$ cat src/rtl/port_uart_tx_pkg.sv
// port_uart_tx shared types and constants.
// FSM encoding, ASCII offsets and the nibble-to-hex encoder.
package port_uart_tx_pkg;

  typedef enum logic [1:0] {
    IDLE  = 2'd0,
    START = 2'd1,
    DATA  = 2'd2,
    STOP  = 2'd3
  } tx_state_t;

  localparam logic [7:0] ASC_DIGIT = 8'h30;
  localparam logic [7:0] ASC_ALPHA = 8'h37;
  localparam int         DATA_BITS = 8;

  function automatic logic [7:0] hex_ascii(input logic [3:0] n);
    if (n <= 4'd9) return {4'h0, n} + ASC_DIGIT;
    return {4'h0, n} + ASC_ALPHA;
  endfunction

endpackage

$ cat src/rtl/port_uart_tx_sync_fifo.sv
// Small synchronous FIFO for queued port nibbles.
// Push while full is accepted only together with a pop.
module sync_fifo #(
  parameter int WIDTH = 4,
  parameter int DEPTH = 8
) (
  input  logic                   clk,
  input  logic                   rst_n,
  input  logic                   push,
  input  logic                   pop,
  input  logic [WIDTH-1:0]       wr_data,
  output logic [WIDTH-1:0]       rd_data,
  output logic [$clog2(DEPTH):0] count,
  output logic                   full,
  output logic                   empty
);

  localparam int AW = $clog2(DEPTH);

  logic [WIDTH-1:0] mem [DEPTH];
  logic [AW-1:0]    wr_ptr;
  logic [AW-1:0]    rd_ptr;
  logic             wr_en;
  logic             rd_en;

  assign full    = (count == (AW+1)'(DEPTH));
  assign empty   = (count == '0);
  assign wr_en   = push & (~full | pop);
  assign rd_en   = pop & ~empty;
  assign rd_data = mem[rd_ptr];

  // Storage array; no reset needed, pointers guard validity.
  always_ff @(posedge clk) begin
    if (wr_en) mem[wr_ptr] <= wr_data;
  end

  // Pointers and occupancy.
  always_ff @(posedge clk) begin
    if (!rst_n) begin
      wr_ptr <= '0;
      rd_ptr <= '0;
      count  <= '0;
    end else begin
      if (wr_en) wr_ptr <= wr_ptr + 1'b1;
      if (rd_en) rd_ptr <= rd_ptr + 1'b1;
      case ({wr_en, rd_en})
        2'b10:   count <= count + 1'b1;
        2'b01:   count <= count - 1'b1;
        default: count <= count;
      endcase
    end
  end

endmodule

$ cat src/rtl/port_uart_tx.sv
// Port-change logger: queues nibble changes, sends them
// as ASCII hex characters on an 8N1 UART line.
module port_uart_tx
  import port_uart_tx_pkg::*;
#(
  parameter int CLKS_PER_BIT = 868,
  parameter int FIFO_DEPTH   = 8
) (
  input  logic                        clk,
  input  logic                        rst_n,
  input  logic [3:0]                  in_port,
  input  logic                        in_enable,
  input  logic                        in_overflow_clr,
  output logic                        out_tx,
  output logic                        out_busy,
  output logic                        out_overflow,
  output logic [$clog2(FIFO_DEPTH):0] out_fifo_count
);

  localparam int BW = $clog2(CLKS_PER_BIT);

  tx_state_t     state_q, state_d;
  logic [BW-1:0] baud_q, baud_d;
  logic [2:0]    bit_q, bit_d;
  logic [7:0]    shift_q, shift_d;
  logic          tx_q, tx_d;
  logic [3:0]    prev_q;
  logic          change;
  logic          push;
  logic          pop;
  logic          drop;
  logic          last;
  logic [3:0]    rd_data;
  logic          full;
  logic          empty;

  assign change = (in_port != prev_q);
  assign push   = change & in_enable;
  assign drop   = push & full & ~pop;
  assign last   = (baud_q == BW'(CLKS_PER_BIT - 1));

  sync_fifo #(
    .WIDTH (4),
    .DEPTH (FIFO_DEPTH)
  ) u_fifo (
    .clk     (clk),
    .rst_n   (rst_n),
    .push    (push),
    .pop     (pop),
    .wr_data (in_port),
    .rd_data (rd_data),
    .count   (out_fifo_count),
    .full    (full),
    .empty   (empty)
  );

  // Track last port value and the sticky overflow flag.
  always_ff @(posedge clk) begin
    if (!rst_n) begin
      prev_q       <= 4'h0;
      out_overflow <= 1'b0;
    end else begin
      prev_q <= in_port;
      if (drop)                 out_overflow <= 1'b1;
      else if (in_overflow_clr) out_overflow <= 1'b0;
    end
  end

  // Transmit FSM state and datapath registers.
  always_ff @(posedge clk) begin
    if (!rst_n) begin
      state_q <= IDLE;
      baud_q  <= '0;
      bit_q   <= '0;
      shift_q <= '0;
      tx_q    <= 1'b1;
    end else begin
      state_q <= state_d;
      baud_q  <= baud_d;
      bit_q   <= bit_d;
      shift_q <= shift_d;
      tx_q    <= tx_d;
    end
  end

  // Next-state, next line level and FIFO pop.
  always_comb begin
    state_d = state_q;
    baud_d  = baud_q + 1'b1;
    bit_d   = bit_q;
    shift_d = shift_q;
    tx_d    = tx_q;
    pop     = 1'b0;
    unique case (state_q)
      IDLE: begin
        baud_d = '0;
        tx_d   = 1'b1;
        if (!empty) begin
          pop     = 1'b1;
          state_d = START;
          shift_d = hex_ascii(rd_data);
          bit_d   = '0;
          tx_d    = 1'b0;
        end
      end
      START: begin
        if (last) begin
          state_d = DATA;
          baud_d  = '0;
          tx_d    = shift_q[0];
        end
      end
      DATA: begin
        if (last) begin
          baud_d = '0;
          if (bit_q == 3'(DATA_BITS - 1)) begin
            state_d = STOP;
            tx_d    = 1'b1;
          end else begin
            bit_d   = bit_q + 1'b1;
            shift_d = shift_q >> 1;
            tx_d    = shift_q[1];
          end
        end
      end
      STOP: begin
        if (last) begin
          baud_d = '0;
          if (!empty) begin
            pop     = 1'b1;
            state_d = START;
            shift_d = hex_ascii(rd_data);
            bit_d   = '0;
            tx_d    = 1'b0;
          end else begin
            state_d = IDLE;
            tx_d    = 1'b1;
          end
        end
      end
    endcase
  end

  assign out_tx   = tx_q;
  assign out_busy = (state_q != IDLE) | (out_fifo_count != '0);

endmodule
$ cat config.mk
export PLATFORM = sky130hd
export DESIGN_NAME = port_uart_tx
export DESIGN_NICKNAME = d
export VERILOG_FILES = /design/src/rtl/port_uart_tx_pkg.sv /design/src/rtl/port_uart_tx_sync_fifo.sv /design/src/rtl/port_uart_tx.sv
export SDC_FILE = /design/constraint.sdc
export NUM_CORES = 1
export LEC_CHECK = 0
export CELL_PAD_IN_SITES_DETAIL_PLACEMENT = 0
export CELL_PAD_IN_SITES_GLOBAL_PLACEMENT = 1
export CORE_ASPECT_RATIO = 1.25
export CORE_MARGIN = 4
export CORE_UTILIZATION = 30
export CTS_CLUSTER_DIAMETER = 120
export CTS_CLUSTER_SIZE = 25
export DETAILED_ROUTE_END_ITERATION = 16
export PLACE_DENSITY = 0.51
export RECOVER_POWER = 100
export SKIP_CTS_REPAIR_TIMING = 1
export SLEW_MARGIN = 0
export SYNTH_ARGS = -nofsm -noshare
export SYNTH_HDL_FRONTEND = slang
export SYNTH_SLANG_ARGS = --single-unit
$ cat constraint.sdc
create_clock -name clk -period 8.05 [get_ports clk]
set_input_delay 1.61 -clock clk [delete_from_list [all_inputs] [get_ports clk]]
set_output_delay 1.61 -clock clk [all_outputs]
set_load 0.02 [all_outputs]
Yosys cells after proc, flatten, opt, wreduce, memory -nomap -nowiden
Memories as Yosys holds them, arrays and structs flattened. A register that Yosys moved wholly into a read port is not among the register bits.
Cells that the tools add are included.
{"block": "totals", "register_bits": 39, "ramBits": 32, "input_bits": 8, "out_inout_bits": 7, "elab_cells": 102, "n_memories": 1}
{"memory": "u_fifo.mem", "words": 8, "word_bits": 4, "read_ports": 1, "rd_clocked_by_memory_dff": 1, "write_ports": 1, "line_no": "port_uart_tx_sync_fifo.sv:20", "rtl": "logic [WIDTH-1:0] mem [DEPTH];"}
{"block": "op_classes", "add_sub_neg": 8, "n_lt_le_gt_ge": 1, "n_eq_ne": 16, "n_mux": 44, "n_bitwise": 10, "reduce_logical": 12}
{"cell": "8-bit two-way mux", "n": 8}
{"cell": "8-bit one-hot mux with 3 select lines", "n": 1}
{"cell": "10-bit one-hot mux with 2 select lines", "n": 1}
{"cell": "3-bit two-way mux", "n": 6}
{"cell": "1-bit two-way mux", "n": 17}
{"cell": "4-bit by 6-bit adder with 7-bit output (second input constant)", "n": 2}
{"cell": "2-bit != test (second input constant)", "n": 7}
{"cell": "10-bit by 1-bit adder with 10-bit output (second input constant)", "n": 1}
{"cell": "10-bit == test (second input constant)", "n": 1}
{"cell": "10-bit two-way mux", "n": 1}
{"cell": "2-bit two-way mux", "n": 5}
{"cell": "3-bit by 1-bit adder with 3-bit output (second input constant)", "n": 3}
{"cell": "3-bit one-hot mux with 3 select lines", "n": 1}
{"cell": "2-bit one-hot mux with 4 select lines", "n": 1}
{"cell": "4-bit one-hot mux with 2 select lines", "n": 1}
{"cell": "2-bit == test (second input constant)", "n": 3}
{"cell": "6-bit AND reduction", "n": 1}
{"cell": "2-bit nonzero test", "n": 3}
{"cell": "1-bit bitwise AND", "n": 5}
{"cell": "5-bit AND reduction", "n": 1}
{"cell": "4-bit by 1-bit adder with 4-bit output (second input constant)", "n": 1}
{"cell": "2-bit by 1-bit == test with 1-bit output (second input constant)", "n": 2}
{"cell": "4-bit == test (second input constant)", "n": 1}
{"cell": "4-bit <= comparator (second input constant)", "n": 1}
{"cell": "14 further kinds", "n": 17}

Logic depth before layout (Yosys ltp)
{"block": "logic_depth", "depth_word": 9, "depth_mapped": 12, "mapped_depth_nobuf": 12}

Modules after synthesis
Synthesis repeated with hierarchy kept, for this count alone.
{"block": "hier_totals", "cells_unflattened": 294, "hier_area_um2": 3365.7}
{"module": "sync_fifo", "instances": 1, "cells_each": 121, "area_each_um2": 1871.8, "seq_area_each_um2": 1221.2}
{"module": "port_uart_tx", "instances": 1, "cells_each": 173, "area_each_um2": 1493.9, "seq_area_each_um2": 560.5}

Worst setup path after synthesis
OpenSTA, ideal clock, no wires.
{"block": "synth_timing", "path_kind": "input to register", "from": "input port in_port[1]", "to": "register u_fifo.count[2]", "setup_ps": 73, "t_arrival_ps": 3513, "required_ps": 7977, "path_slack_ps": 4464, "stages": 10, "path_cell_list": "xor2_1 > o41a_1 > nand2_2 > ha_1 > xor2_1 > ha_1 > a21oi_1 > xor2_1 > or3_1 > a21oi_1"}
{"block": "synth_between", "elab_chain_len": 5, "elab_cells_between_ends": 7}
{"element": "start, declared", "line_no": "port_uart_tx.sv:11", "rtl": "input logic [3:0] in_port,"}
{"element": "4-bit != test *", "line_no": "port_uart_tx.sv:37", "rtl": "assign change = (in_port != prev_q);"}
{"element": "1-bit bitwise AND *", "line_no": "port_uart_tx.sv:38", "rtl": "assign push = change & in_enable;"}
{"element": "1-bit bitwise AND *", "line_no": "port_uart_tx_sync_fifo.sv:28", "rtl": "assign wr_en = push & (~full | pop);"}
{"element": "2-bit by 1-bit == test with 1-bit output or 2-bit == test (tied branches)", "line_no": "port_uart_tx_sync_fifo.sv:46", "rtl": "case ({wr_en, rd_en})"}
{"element": "4-bit one-hot mux with 2 select lines or 2-bit nonzero test (tied branches)"}
{"element": "end signal, assigned", "line_no": "port_uart_tx_sync_fifo.sv:47", "rtl": "2'b10: count <= count + 1'b1;"}
{"element": "end signal, assigned", "line_no": "port_uart_tx_sync_fifo.sv:48", "rtl": "2'b01: count <= count - 1'b1;"}
{"element": "end signal, assigned", "line_no": "port_uart_tx_sync_fifo.sv:49", "rtl": "default: count <= count;"}
{"element": "end, declared", "line_no": "port_uart_tx_sync_fifo.sv:13", "rtl": "output logic [$clog2(DEPTH):0] count,"}
Every way passes the cells marked *; elsewhere a longest branch is shown, timed or not.
A chain may end at the register's enable or synchronous reset.

Worst setup path in the final report
Same ends and word-level chain as after synthesis.

==> reports/results.txt <==
Mean cell area of the mapped netlist = 11.83 um2
Leakage power of the design = 1.405 nW
Kind of end point of the critical path = register
Gr usage total = 11.54%
Final RePlAce weighted congestion = 0.7162
Number of nets in the final layout = 327
Die outline width = 103 um
Antenna violations before repair = 0
Final critical delay including setup and external delays = 4.280 ns
Power density normalized to cell area = 349.0 nW/um2
Cell variety after synth = 56
Peak supply drop = 0.0001478 V
Most used cell along the critical path = sky130_fd_sc_hd__xor2_1
Reg2Reg Depth = 12
Startpoint of the worst setup timing path = in_port[1]
Final max-slew violation count = 0
Via count = 2,139
Most common cell after layout, fill and taps aside = sky130_fd_sc_hd__dfxtp_1
Die Footprint = 13,060 um2
Register area share after synthesis = 52.64%
Utilization after layout = 35.39%
DRT Pass-1 Iters = 4
DRC Markers = 0
Period Utilization, post-route = 53.17%
Synthesized instance count = 286
Critical path endpoint = u_fifo.count[2]
Worst rel slew slack = 19.31%
Kind of start point of the critical path = input port
Average routed wire per standard cell = 15.41 um
Diode count = 0
Vert. Die Dim = 126.8 um
Fin. Hold Viols = 0
Number of endpoints failing setup at the final stage = 0
Largest net degree at the start of global routing = 29
Critical-path cell with the highest stage delay = sky130_fd_sc_hd__dlygate4sd3_1
Syn_nets = 310
Count of H-tree levels built during CTS = 3
Delay of the slowest cell on the worst path = 0.67 ns
Total negative slack = 0 ns
Growth of design area from synthesis to finish = 15.90%
Root buffer cell = sky130_fd_sc_hd__clkbuf_16
Worst reg2reg path endpoint = u_fifo.count[2]
Core Footprint = 11,080 um2
Wire length of the first global-routing pass = 11.52 mm
R2r setup slk = 4.86 ns
Clock insertion delay at the later pin of the skew report = 0.33 ns
Number of buffers inserted during clock tree synthesis = 9
Top-level port count = 15
Worst Max-Slew Pin Slew = 1.210 ns
Ordered cell list for the critical path = dlygate4sd3_1 -> xor2_1 -> o41a_1 -> nand2_1 -> ha_1 -> xor2_1 -> ha_1 -> a21oi_1 -> xor2_1 -> or3_1 -> a21oi_1
Starting utilization of the core area = 30.54%
Number of clock sinks = 73
Count of synthesis-stage warnings from yosys = 0
CP required = 8.29 ns
Startpoint of the most critical register-to-register path = baud_q[0]
Number of storage elements in the synthesis netlist = 73
Most instantiated flip-flop cell in the synthesis netlist = sky130_fd_sc_hd__dfxtp_1
1st-iter DRT viols = 92
Critical path arrival = 4.53 ns
Type of the setup path with the least slack = input port to register
Vias per cell = 4.828
Worst-case clock buffer depth = 2
Row cnt = 43
Clock-pin slew reported for the worst setup and hold paths after clock tree synthesis = 0.06 ns
Worst min-delay path category = register to register
Maximum capacitance violations = 0
Final worst clock skew = 0.008858 ns
Max FO, Critical Path = 10
Post-detailed-route count of antenna-violating nets = 0
Commonest cells after routing, fill and taps aside = 41 x sky130_fd_sc_hd__dfxtp_1, 32 x sky130_fd_sc_hd__edfxtp_1, 27 x sky130_fd_sc_hd__nor2_1, 16 x sky130_fd_sc_hd__ha_1, 15 x sky130_fd_sc_hd__nand2_1
Fraction of registers with async set/reset = 0%
Layout cells sized above 1 = 10.71%
Max Fclk = 0.2336 GHz
Run status = finished, final reports clean
Synth Cell Area = 3384 um2
Post-detailed-routing wire length = 6.828 mm
Number of enable flip-flop cells after synthesis = 32
Via count of the first global-routing pass = 2,223
Clock tree from TritonCTS = done
Number of port buffers = 14
HPWL after DPL = 4.828 mm
RSZ-0062 raised after global routing = no
Total global routing overflow = 0
-- metrics by stage --
| stage | hold slack (ns) | cells | power, mW | setup slack [ns] | instance area (um2) |
|---|---|---|---|---|---|
| after floorplan | 0.4288 | 286 | 0.8818 | 4.464 | 3385 |
| after global placement | 0.4466 | 427 | 1.019 | 3.642 | 3659 |
| after detailed placement | 0.4505 | 427 | 1.019 | 3.611 | 3659 |
| after CTS | 0.4602 | 443 | 1.409 | 3.948 | 3946 |
| after global routing | 0.4900 | 443 | 1.468 | 3.452 | 3923 |
| final | 0.4527 | 443 | 1.369 | 3.770 | 3923 |
-- per-layer routing --
metal / vias to the layer above / routed length (um) / GRT usage [%]
met4: 0 / 129 / 5.564
met1: 1029 / 3274 / 15.27
met2: 19 / 3316 / 18.21
li1: 1081 / - / -
met5: - / 0 / 0
met3: 10 / 108 / 1.815
-- power by group --
group,leakage (nW),internal [mW],switching (mW),total [mW]
clock network,0.132,0.220,0.159,0.379
logic,0.648,0.217,0.284,0.500
registers,0.625,0.437,0.0523,0.490
-- worst max-delay path: cells and delay by family --
family	cells	cell delay, ns
simple gates	2	0.58
fa+ha+maj	2	0.46
xor+xnor	3	0.51
buf+inv	1	0.67
compound gates	3	0.69
-- worst min-delay path by stage --
stage	start	to	slack [ns]	depth (start not counted)
global route	shift_q[4]	shift_q[4]	0.49	2
detailed placement	shift_q[6]	shift_q[6]	0.45	2
finish	shift_q[6]	shift_q[6]	0.45	2
floorplan	shift_q[6]	shift_q[6]	0.43	2
global placement	shift_q[6]	shift_q[6]	0.45	2
CTS	shift_q[6]	shift_q[6]	0.46	2
-- layout make-up --
class	instances	area, um2
inverters	9	33.78
flip-flops and latches	73	1782
fillers	1108	7161
clock inverters	6	48.80
clock buffers	10	239.0
well taps	135	168.9
multi-input cells	193	1499
repair buffers	17	151.4
-- flip-flops by register name, indices dropped and copies added (netlist names), named ones only --
signal,count
baud_q,10
bit_q,3
out_overflow,1
out_tx,1
prev_q,4
shift_q,7
state_q,2
u_fifo.count,4
u_fifo.mem,32
u_fifo.rd_ptr,3
u_fifo.wr_ptr,3
-- Yosys cell counts, drive strengths merged, types with 2 or more instances --
master	n	share of area, %
nor4	2	0.55
nor2b	2	0.37
buf	3	0.78
o31ai	2	0.44
clkinv	2	0.22
nand3	10	1.5
clkbuf	8	0.92
nand2b	5	0.92
and3b	2	0.52
nor3b	4	1.0
mux4	8	5.4
a21oi	9	1.6
inv	7	0.78
ha	16	5.9
xor2	12	3.1
nand2	15	1.7
edfxtp	32	28
nor2	27	3.0
nor4b	2	0.52
and3	2	0.37
a221oi	2	0.52
o21ai	12	1.8
a211oi	2	0.44
a41oi	2	0.52
or3	2	0.37
dfxtp	41	24
mux2i	11	4.0
a32o	2	0.59
xnor2	7	1.8
and2	10	1.8
nor3	9	1.5
-- cell families (layout without fill, tap and decap cells) --
group / count (synthesis) / after routing / share of synthesized area, %
buffers and inverters: 20 / 42 / 2.699
adders and majority gates: 16 / 16 / 5.915
xor gates and xnor gates: 19 / 19 / 4.917
muxes: 19 / 19 / 9.427
DFF: 73 / 73 / 52.64
AOI/OAI and AO/OA: 44 / 44 / 9.427
and+or+nand+nor: 95 / 95 / 14.97
No activity file was read; power rests on OpenSTA's default activity.
